**src/rtl/breath_seq_ctrl.sv**
```systemverilog
// Breathing-LED sequencer: prescaler, PWM period counter, duty ramp and
// sync/chase scheduling across NUM_LED outputs.
module breath_seq_ctrl #(
    parameter int CLK_DIV   = 100,
    parameter int PWM_STEPS = 1000,
    parameter int NUM_LED   = 4,
    parameter int CNT_W     = 10
) (
    input  logic               clk,
    input  logic               rst,
    input  logic               start,
    input  logic               stop,
    input  logic [1:0]         mode,
    output logic               busy,
    output logic               done,
    output logic [3:0]         cur_ch,
    output logic [NUM_LED-1:0] led
);

    localparam int DIV_W = $clog2(CLK_DIV);
    localparam logic [DIV_W-1:0] DIV_MAX  = DIV_W'(CLK_DIV - 1);
    localparam logic [CNT_W-1:0] STEP_MAX = CNT_W'(PWM_STEPS - 1);
    localparam logic [3:0]       CH_MAX   = 4'(NUM_LED - 1);

    typedef enum logic [1:0] {IDLE, UP, DOWN} state_e;

    state_e             state_q, state_d;
    logic [1:0]         mode_q, mode_d;
    logic [DIV_W-1:0]   div_q, div_d;
    logic [CNT_W-1:0]   pwm_q, pwm_d;
    logic [CNT_W-1:0]   duty_q, duty_d;
    logic [3:0]         ch_q, ch_d;
    logic               stop_q, stop_d;
    logic               done_q, done_d;

    logic               tick, pend, chase, loop_m, lit;
    logic [CNT_W-1:0]   bright;

    // mode: 00 sync-once, 01 chase-once, 10 chase-loop, 11 sync-loop
    assign chase  = mode_q[0] ^ mode_q[1];
    assign loop_m = mode_q[1];
    assign tick   = (div_q == DIV_MAX);
    assign pend   = tick && (pwm_q == STEP_MAX);
    assign bright = (state_q == DOWN) ? STEP_MAX - duty_q : duty_q;
    assign lit    = (state_q != IDLE) && (pwm_q < bright);

    assign busy   = (state_q != IDLE);
    assign done   = done_q;
    assign cur_ch = ch_q;

    always_comb begin
        for (int i = 0; i < NUM_LED; i++) begin
            led[i] = lit && (!chase || ch_q == 4'(i));
        end
    end

    always_comb begin
        state_d = state_q;
        mode_d  = mode_q;
        div_d   = div_q;
        pwm_d   = pwm_q;
        duty_d  = duty_q;
        ch_d    = ch_q;
        stop_d  = stop_q;
        done_d  = 1'b0;
        unique case (state_q)
            IDLE: begin
                div_d  = '0;
                pwm_d  = '0;
                duty_d = '0;
                if (start) begin
                    mode_d  = mode;
                    ch_d    = '0;
                    stop_d  = 1'b0;
                    state_d = UP;
                end
            end
            UP, DOWN: begin
                if (stop) stop_d = 1'b1;
                div_d = tick ? '0 : div_q + 1'b1;
                if (tick) pwm_d = (pwm_q == STEP_MAX) ? '0 : pwm_q + 1'b1;
                if (pend) begin
                    if (duty_q != STEP_MAX) begin
                        duty_d = duty_q + 1'b1;
                    end else begin
                        duty_d = '0;
                        if (state_q == UP) begin
                            state_d = DOWN;
                        end else if (stop_q ||
                                     (!loop_m && (!chase || ch_q == CH_MAX))) begin
                            state_d = IDLE;
                            done_d  = 1'b1;
                            ch_d    = '0;
                            stop_d  = 1'b0;
                        end else begin
                            state_d = UP;
                            if (chase) ch_d = (ch_q == CH_MAX) ? '0 : ch_q + 1'b1;
                        end
                    end
                end
            end
            default: state_d = IDLE;
        endcase
    end

    always_ff @(posedge clk) begin
        if (rst) begin
            state_q <= IDLE;
            mode_q  <= '0;
            div_q   <= '0;
            pwm_q   <= '0;
            duty_q  <= '0;
            ch_q    <= '0;
            stop_q  <= 1'b0;
            done_q  <= 1'b0;
        end else begin
            state_q <= state_d;
            mode_q  <= mode_d;
            div_q   <= div_d;
            pwm_q   <= pwm_d;
            duty_q  <= duty_d;
            ch_q    <= ch_d;
            stop_q  <= stop_d;
            done_q  <= done_d;
        end
    end

endmodule

```
**config.mk**
```make
export PLATFORM = sky130hd
export DESIGN_NAME = breath_seq_ctrl
export DESIGN_NICKNAME = d
export VERILOG_FILES = /design/src/rtl/breath_seq_ctrl.sv
export SDC_FILE = /design/constraint.sdc
export NUM_CORES = 1
export LEC_CHECK = 0
export BUFFER_PORTS_ARGS = -buffer_cell sky130_fd_sc_hd__buf_2
export CORE_ASPECT_RATIO = 0.5
export CORE_MARGIN = 1.5
export CORE_UTILIZATION = 30
export DETAILED_ROUTE_END_ITERATION = 6
export SLEW_MARGIN = 20
export SYNTH_ARGS = -nofsm -noshare
export SYNTH_HDL_FRONTEND = slang
export SYNTH_SLANG_ARGS = --single-unit
```
**constraint.sdc**
```tcl
create_clock -name clk -period 6.1 [get_ports clk]
set_input_delay 1.22 -clock clk [delete_from_list [all_inputs] [get_ports clk]]
set_output_delay 1.22 -clock clk [all_outputs]
set_load 0.02 [all_outputs]
```
==> results of run 1 <==
==> state kept, by name, summed over array words and instances, names as in the netlist <==
name / flops
done: 1
cur_ch: 4
mode_q: 2
state_q: 2
div_q: 7
stop_q: 1
pwm_q: 10
duty_q: 10
==> power by group through the flow <==
stage               Combinational [mW]  Sequential [mW]  Clock, mW
floorplan                        0.272            0.279          0
global placement                 0.347            0.282          0
detailed placement               0.357            0.284          0
CTS                              0.358            0.280      0.306
global route                     0.403            0.282      0.319
finish                           0.357            0.279      0.301
==> per-stage QoR <==
step | utilization (%) | std cells | total power [mW]
2_1_floorplan | - | 302 | 0.551
3_3_place_gp | 34.3 | 415 | 0.629
3_5_place_dp | 34.3 | 415 | 0.641
4_1_cts | 36.6 | 423 | 0.944
5_1_grt | 36.6 | 423 | 1.00
6_report | 36.6 | 423 | 0.937
==> area by class of cell <==
class / count / area, µm² / area share [%]
Inverter: 14 / 52.6 / 1.90
Clock inverter: 1 / 30.0 / 1.08
Clock buffer: 7 / 143 / 5.15
Tap cell: 108 / 135 / 4.88
Multi-Input combinational cell: 241 / 1600 / 57.6
Sequential cell: 37 / 741 / 26.7
Timing Repair Buffer: 15 / 75.1 / 2.71
==> worst register-to-register path: cells and delay by family, from the launching register on <==
family	cells	cell delay, ns
buf+inv	1	0.10
simple gates	3	0.97
fa+ha+maj	1	0.50
compound gates	2	0.40
flops	1	0.39
==> cells in the final DEF, fill, tap and decap left out, drive strengths merged, types with 5 or more instances in the layout <==
cell     n
a21oi   30
nand4   10
xnor2    9
xor2     7
nor2b    7
o21ai   22
inv     14
nand2   24
o31ai    5
nor3    11
nand3   11
a311oi   6
ha      23
clkbuf   7
nor2    30
dfxtp   37
or3     10
buf     15
==> cells by family after synthesis <==
| group | Yosys count | synth area share, % |
|---|---|---|
| simple gates | 121 | 26.1 |
| compound gates | 78 | 20.7 |
| flops | 37 | 30.5 |
| buf+inv | 24 | 3.81 |
| fa+ha+maj | 23 | 11.8 |
| xor+xnor | 16 | 5.77 |
| mux | 3 | 1.24 |
==> routing by layer <==
| layer | wire (µm) | GRT usage [%] | vias to the layer above | share of wire (%) |
|---|---|---|---|---|
| li1 | - | - | 1122 | - |
| met1 | 2770 | 18.7 | 1054 | 48 |
| met2 | 2550 | 22.8 | 60 | 44 |
| met3 | 250 | 2.65 | 17 | 4.4 |
| met4 | 153 | 6.81 | 0 | 2.7 |
| met5 | 0 | 0 | - | 0 |
==> worst paths after layout <==
path | slack [ns] | cells past startpoint | endpoint
max | 2.14 | 10 | led[1]
min | 0.49 | 2 | div_q[0]$_SDFFE_PP0P_
max reg2reg | 3.65 | 7 | duty_q[8]$_SDFFE_PP0P_
min reg2reg | 0.49 | 2 | div_q[0]$_SDFFE_PP0P_
==> results, run 1 <==
- The worst setup path is of the reg -> out kind.
- In this run the tool buffered the top-level ports with 15 buffer cells.
- The power density relative to cell area is 338 nW/µm².
- In this run, CTS created clock tree buffers numbering 5.
- The die is 130 µm wide.
- Setup repair after global routing left no endpoint under its margin.
- The final-report max-slew violation count is 0.
- After routing the design area is 2770 µm².
- After clock tree synthesis, the flow added hold-fix buffers numbering 0.
- Routability-driven placement finished with a final weighted congestion of 0.826.
- The run finished with clean final reports.
- Each instance of the synthesized netlist takes up on average 8.04 µm².
- The analysis attributes to cell leakage a power of 0.978 nW.
- The final layout contains 343 nets.
- The largest stage delay on the critical path is 0.41 ns.
- The worst setup path startpoint is state_q[0]$_SDFFE_PP0P_.
- Internal power comes to 0.584 mW.
- The final antenna-violating net count is 0.
- In the final layout, the share of cells above drive strength 1 is 9.84%.
- In this run the count of I/O pins placed on the die edge is 16.
- IR analysis of the VDD net gives a maximum drop of 117 µV.
- After floorplanning, the core was sized to cover 7570 µm².
- The synthesized design contains 0 enable-type register cells.
- Fill cells in the final layout number 783.
- The cell at the root of the clock tree is clkbuf_16.
- The beginning of the worst register-to-register path is state_q[0]$_SDFFE_PP0P_.
- Traced cell by cell, the critical path runs through inv_1 -> ha_1 -> o21ai_0 -> xor2_1 -> ha_1 -> a22o_1 -> o31ai_1 -> nand2_1 -> nor3_1 -> buf_2.
- The most common cell type on the critical path is ha_1.
- Setup violations remaining at the end of the flow were counted as 0.
- Between clock sinks in the finished design, the worst skew comes to 0.00443 ns.
- After the first detailed-routing iteration, the DRC count stood at 110.
- The number of setup buffers added after CTS is 0.
- For this configuration, the core starts out at a cell density of 32.1%.
- Summed over all layers, the global routing overflow is 0.
- On the critical path the largest part of the delay comes from adder cells.
- The insertion delay to the later sink of the worst-skew pair is 0.28 ns.
- The actual slew at the worst max-slew pin is 0.837 ns.
- Across all hold checks on the routed design, the worst slack comes to 0.489 ns.
- No sink is reached through more buffers than the 2 on the longest clock path.
- For this run, the top clock speed supported by timing is 253 MHz.
- The most used flip-flop cell after synthesis is dfxtp_1.
- The worst min-delay path category is reg -> reg.
- The first-pass iteration count of the detailed router is 4.
- The area of the die is 8680 µm².
- The total of warnings raised by yosys is 0.
- The overall die height is 66.6 µm.
- The proportion of netlist area held by the largest area contributor is 30.5%.
- The area growth from synthesis to final layout is 14.1%.
- Summed over all failing endpoints, the final setup total negative slack is 0 ns.
- The CTS tree is yes.
- The part of the Yosys area used for sequential elements is 30.5%.
- The clock-pin slew reported for the worst setup and hold paths after clock tree synthesis is 0.05 ns.
- The type of destination of the critical path is an output pin.
- The via count of the first global-routing pass was 2182.
- In this run, the clock network consumes 32.1% of the power.
- The number of endpoints with negative hold slack in the final report was 0.
- Per report_power, the sequential group accounts for 29.8% of the total.
- Synthesis inferred 37 register bits.
- Of the total power, the share spent switching nets is 37.7%.
- The share of flip-flops with an asynchronous set or reset after synthesis is 0%.
- The final worst-path setup slack is 2.14 ns.
- The average wire per cell in the routed design is 13.5 µm.
- The most used standard cell by instance count after synthesis is dfxtp_1.
- Counting instances in the post-synthesis netlist gives the leading cell types as 37 x dfxtp_1, 30 x a21oi_1, 29 x nor2_1.
- The number of antenna violations at the first check in global routing was 0.
- The launching element type of the critical path is a register.
- Dividing the detail-routed via count by the number of cells gives 5.33.
- The final routed wirelength across all metal layers is 5.72 mm.
- The time the worst path needs with I/O delays and setup is 3.96 ns.
- The diode insertion count for antenna repair is 0.
- The number of nets handed over by synthesis was 331.
- The netlist area before placement is 2430 µm².
- For this design the total switching power over the nets is 0.353 mW.
- The worst pin sits at a relative slew slack of 44.2%.
- The count of cells resized by post-cts repair is 0.
- The cell type of the slowest stage on the worst timing path is ha_1.
- The final worst-path cycle share is 64.9%.
- After floorplanning, the core was divided into 22 placement rows.
- The H-tree depth is 2.
- The buffers plus inverters on the worst setup path is 2.
- The biggest fanout along the worst timing path is 9.
- Detailed placement finished with a half-perimeter wire length of 4.33 mm.
- In this run, distinct cell masters in the synthesized netlist total 47.
- Before CTS, the worst setup slack after placement is 2.48 ns.
- The number of design rule violations left after detail routing is 0.
- The fraction of power consumed by combinational cells is 38.1%.
- The pin count of the biggest net entering global routing is 27.
- The via count of the routed design is 2253.
- Once placement finished, the instance area stood at 2600 µm².
- The largest area contributor in the netlist is dfxtp_1.
- At the worst endpoint, the arrival time is 2.74 ns.
- The required time reported for the critical path endpoint is 4.88 ns.
- Ranked by total cell area, the synthesized netlist is headed by dfxtp_1 30%, ha_1 12%, a21oi_1 6.2%.
- The startpoint identified for the worst hold timing path is div_q[0]$_SDFFE_PP0P_.
- Across the run, the number of max-cap violations was 0.
- The first global-routing pass estimated 9.77 mm of wire.
- Global routing consumed, over all layers together, 14.3% of the routing resources.
- The number of sinks driven by the clock tree is 37.
- Synthesis produced 302 cells.
Power figures use the tool's default switching activity.
==> run 2: changes to the inputs <==
- clock period: 6.1 -> 3.3 ns (I/O delays scaled with it)
==> run 2 against run 1 <==
  * Sequential cell count unchanged
  * Critical path depth unchanged
  * Power increased by 91%
  * Via count decreased by 1.5%
  * Core utilization increased by 0.88 points
  * Die area unchanged
  * Clock skew increased by 0.0026 ns
  * Combinational power increased by 100%
  * Critical path type unchanged
  * Largest cell class unchanged
==> results, run 2 (same netlist as run 1, synthesis figures left out) <==
- Before antenna repair, the detailed router went through 4 iterations.
- The number of endpoints with negative hold slack in the final report is 0.
- The number of antenna violations at the first check in global routing was 0.
- STA classifies the critical path endpoint as an output pin.
- The final antenna-violating net count is 0.
- The total of max-cap violations is 0.
- The count of hold-fix buffers inserted at cts is 0.
- The final worst-path cycle share is 96.2%.
- Global routing consumed, over all layers together, 14.1% of the routing resources.
- The launching element type of the critical path is a register.
- The critical path in this run is classified as reg -> out.
- The cell at the root of the clock tree is clkbuf_16.
- Entering global routing, the biggest net connects 27 pins.
- The final routed wirelength across all metal layers is 5.66 mm.
- In the final routed layout, each cell accounts on average for 13.3 µm.
- The final worst-path setup slack is 0.125 ns.
- The layout net count is 345.
- The starting density of the core is 32.1%.
- TritonCTS built the clock tree.
- The placed instances occupy a cell area of 2600 µm².
- After routing the design area is 2840 µm².
- The top cell types in the final layout, fill and taps aside, are 35 x dfxtp_1, 30 x a21oi_1, 29 x nor2_1, 24 x nand2_1, 22 x ha_1.
- Power spread over the standard cell area amounts to 632 nW/µm².
- The row count is 22.
- For this run, design rule violations remaining after detail routing come to 0.
- The time the worst path needs with I/O delays and setup is 3.18 ns.
- Hold timing on the final database bottoms out at a slack of 0.488 ns.
- Detailed placement ended at an HPWL of 4.26 mm.
- The overall die height is 66.6 µm.
- The first global-routing pass estimated 9.73 mm of wire.
- Counting every sink on the clock net gives 37.
- The final-report max-slew violation count is 0.
- The completed layout was analyzed and its total power is 1.79 mW.
- The number of placed cells counting well taps is 415.
- The area of the die is 8680 µm².
- The tightest min-delay check is of the reg -> reg type.
- In this run the horizontal extent of the chip is 130 µm.
- Prior to clock tree synthesis, the placed netlist has a worst setup slack of 0.245 ns.
- The via count of the routed design is 2220.
- Walking the worst path, the cells encountered are inv_1 -> ha_4 -> buf_4 -> xnor2_1 -> ha_1 -> o211ai_1 -> a21boi_0 -> o2111a_1 -> nor3_2 -> buf_2.
- The total of endpoints with negative setup slack in the final report is 0.
- The H-tree generated during clock tree synthesis spans 2 levels.
- The biggest fanout along the worst timing path is 8.
- The count of buffers added on input and output ports is 15.
- Leaving out filler cells and counting taps, the final layout contains 425.
- The run finished with clean final reports.
- The area growth from synthesis to final layout is 16.8%.
- The number of top-level pins is 16.
- Measured against its own limit, the worst slew margin works out to 38.3%.
- The maximum clock path buffer count is 2.
- Dividing the detail-routed via count by the number of cells gives 5.22.
- The weighted congestion at the end of routability-driven global placement is 0.826.
- Leaving out fill and tap cells, the most frequent cell in the layout is dfxtp_1.
- Data on the critical path arrives at its endpoint at 2.52 ns.
- The via count of the first global-routing pass came to 2174.
- For the pin with the worst max-slew slack, the measured transition is 0.925 ns.
- The cell type of the slowest stage on the worst timing path is dfxtp_1.
- Clock tree synthesis inserted a total of 5 buffers.
- Cells with a size suffix above 1 make up 13.2% of the layout.
- The insertion delay to the later sink of the worst-skew pair is 0.28 ns.
- The total core area is 7570 µm².
- In the final layout, the registers with the most flip-flops are duty_q x10, pwm_q x10, div_q x7.
- STA puts the critical path data required time at 2.64 ns.
- The final clock skew is 0.00699 ns.
- The analysis attributes to cell leakage a power of 0.997 nW.
- After clock tree synthesis, the clock-pin slew on the worst setup and hold paths is 0.06 ns.
- The highest clock rate is 315 MHz.
- The detailed router finished its first iteration with 98 violations.
- 0 antenna diodes ended up in the layout.
- On the worst path, the slowest cell contributes a delay of 0.39 ns.
- Across the VDD grid, the largest voltage drop is 236 µV.
- After global routing the overflow that remains totals 0.
## run 2: layer usage
layer  up-vias  GRT usage (%)  part of all wire [%]
li1       1128              -                     -
met1      1029           18.5                    50
met2        51           22.6                    44
met3        12           2.73                   4.6
met4         0           6.25                   1.6
met5         -              0                     0
## run 2: per-stage QoR
step / utilization, % / TNS, ns
after global routing: 37.5 / -0.0550
after detailed placement: 34.3 / 0
after floorplan: - / 0
after global placement: 34.3 / 0
after CTS: 36.6 / 0
final: 37.5 / 0
## run 2: path summary, 6_finish.rpt
check / depth (start not counted) / to / start / slack, ns
worst max-delay path: 10 / led[2] / state_q[0]$_SDFFE_PP0P_ / 0.12
worst min-delay path: 2 / div_q[0]$_SDFFE_PP0P_ / div_q[0]$_SDFFE_PP0P_ / 0.49
worst max register to register: 7 / duty_q[6]$_SDFFE_PP0P_ / state_q[0]$_SDFFE_PP0P_ / 0.83
worst min register to register: 2 / div_q[0]$_SDFFE_PP0P_ / div_q[0]$_SDFFE_PP0P_ / 0.49
## run 2: area by class of cell
cell class              count  area [µm²]
inverters                  14        52.6
clock inverters             1        30.0
multi-input cells         241        1640
well taps                 108         135
clock buffers               7         143
fillers                   757        4730
repair buffers             17        97.6
flip-flops and latches     37         743
## run 2: worst max-delay path, delay by kind of cell, from the launching register on
kind	cells	cell delay [ns]
flip-flops	1	0.39
buffers and inverters	3	0.45
AND/OR/NAND/NOR	1	0.19
XOR/XNOR	1	0.17
AO/OA/AOI/OAI	3	0.56
adder cells (fa/ha/maj)	2	0.47
## run 2: timing repair
| item | 4_1_cts | 5_1_grt |
|---|---|---|
| buffers inserted | 0 | 2 |
| pin swaps | 0 | 4 |
| resized for setup | 1 | 13 |
| setup endpoints to repair | 4 | 4 |
| cloned | 0 | 0 |
## run 2: power by group
part | total, mW | internal, mW | switching, mW | leakage [nW]
registers | 0.517 | 0.477 | 0.0397 | 0.300
clock network | 0.556 | 0.377 | 0.179 | 0.0841
logic | 0.720 | 0.256 | 0.464 | 0.612
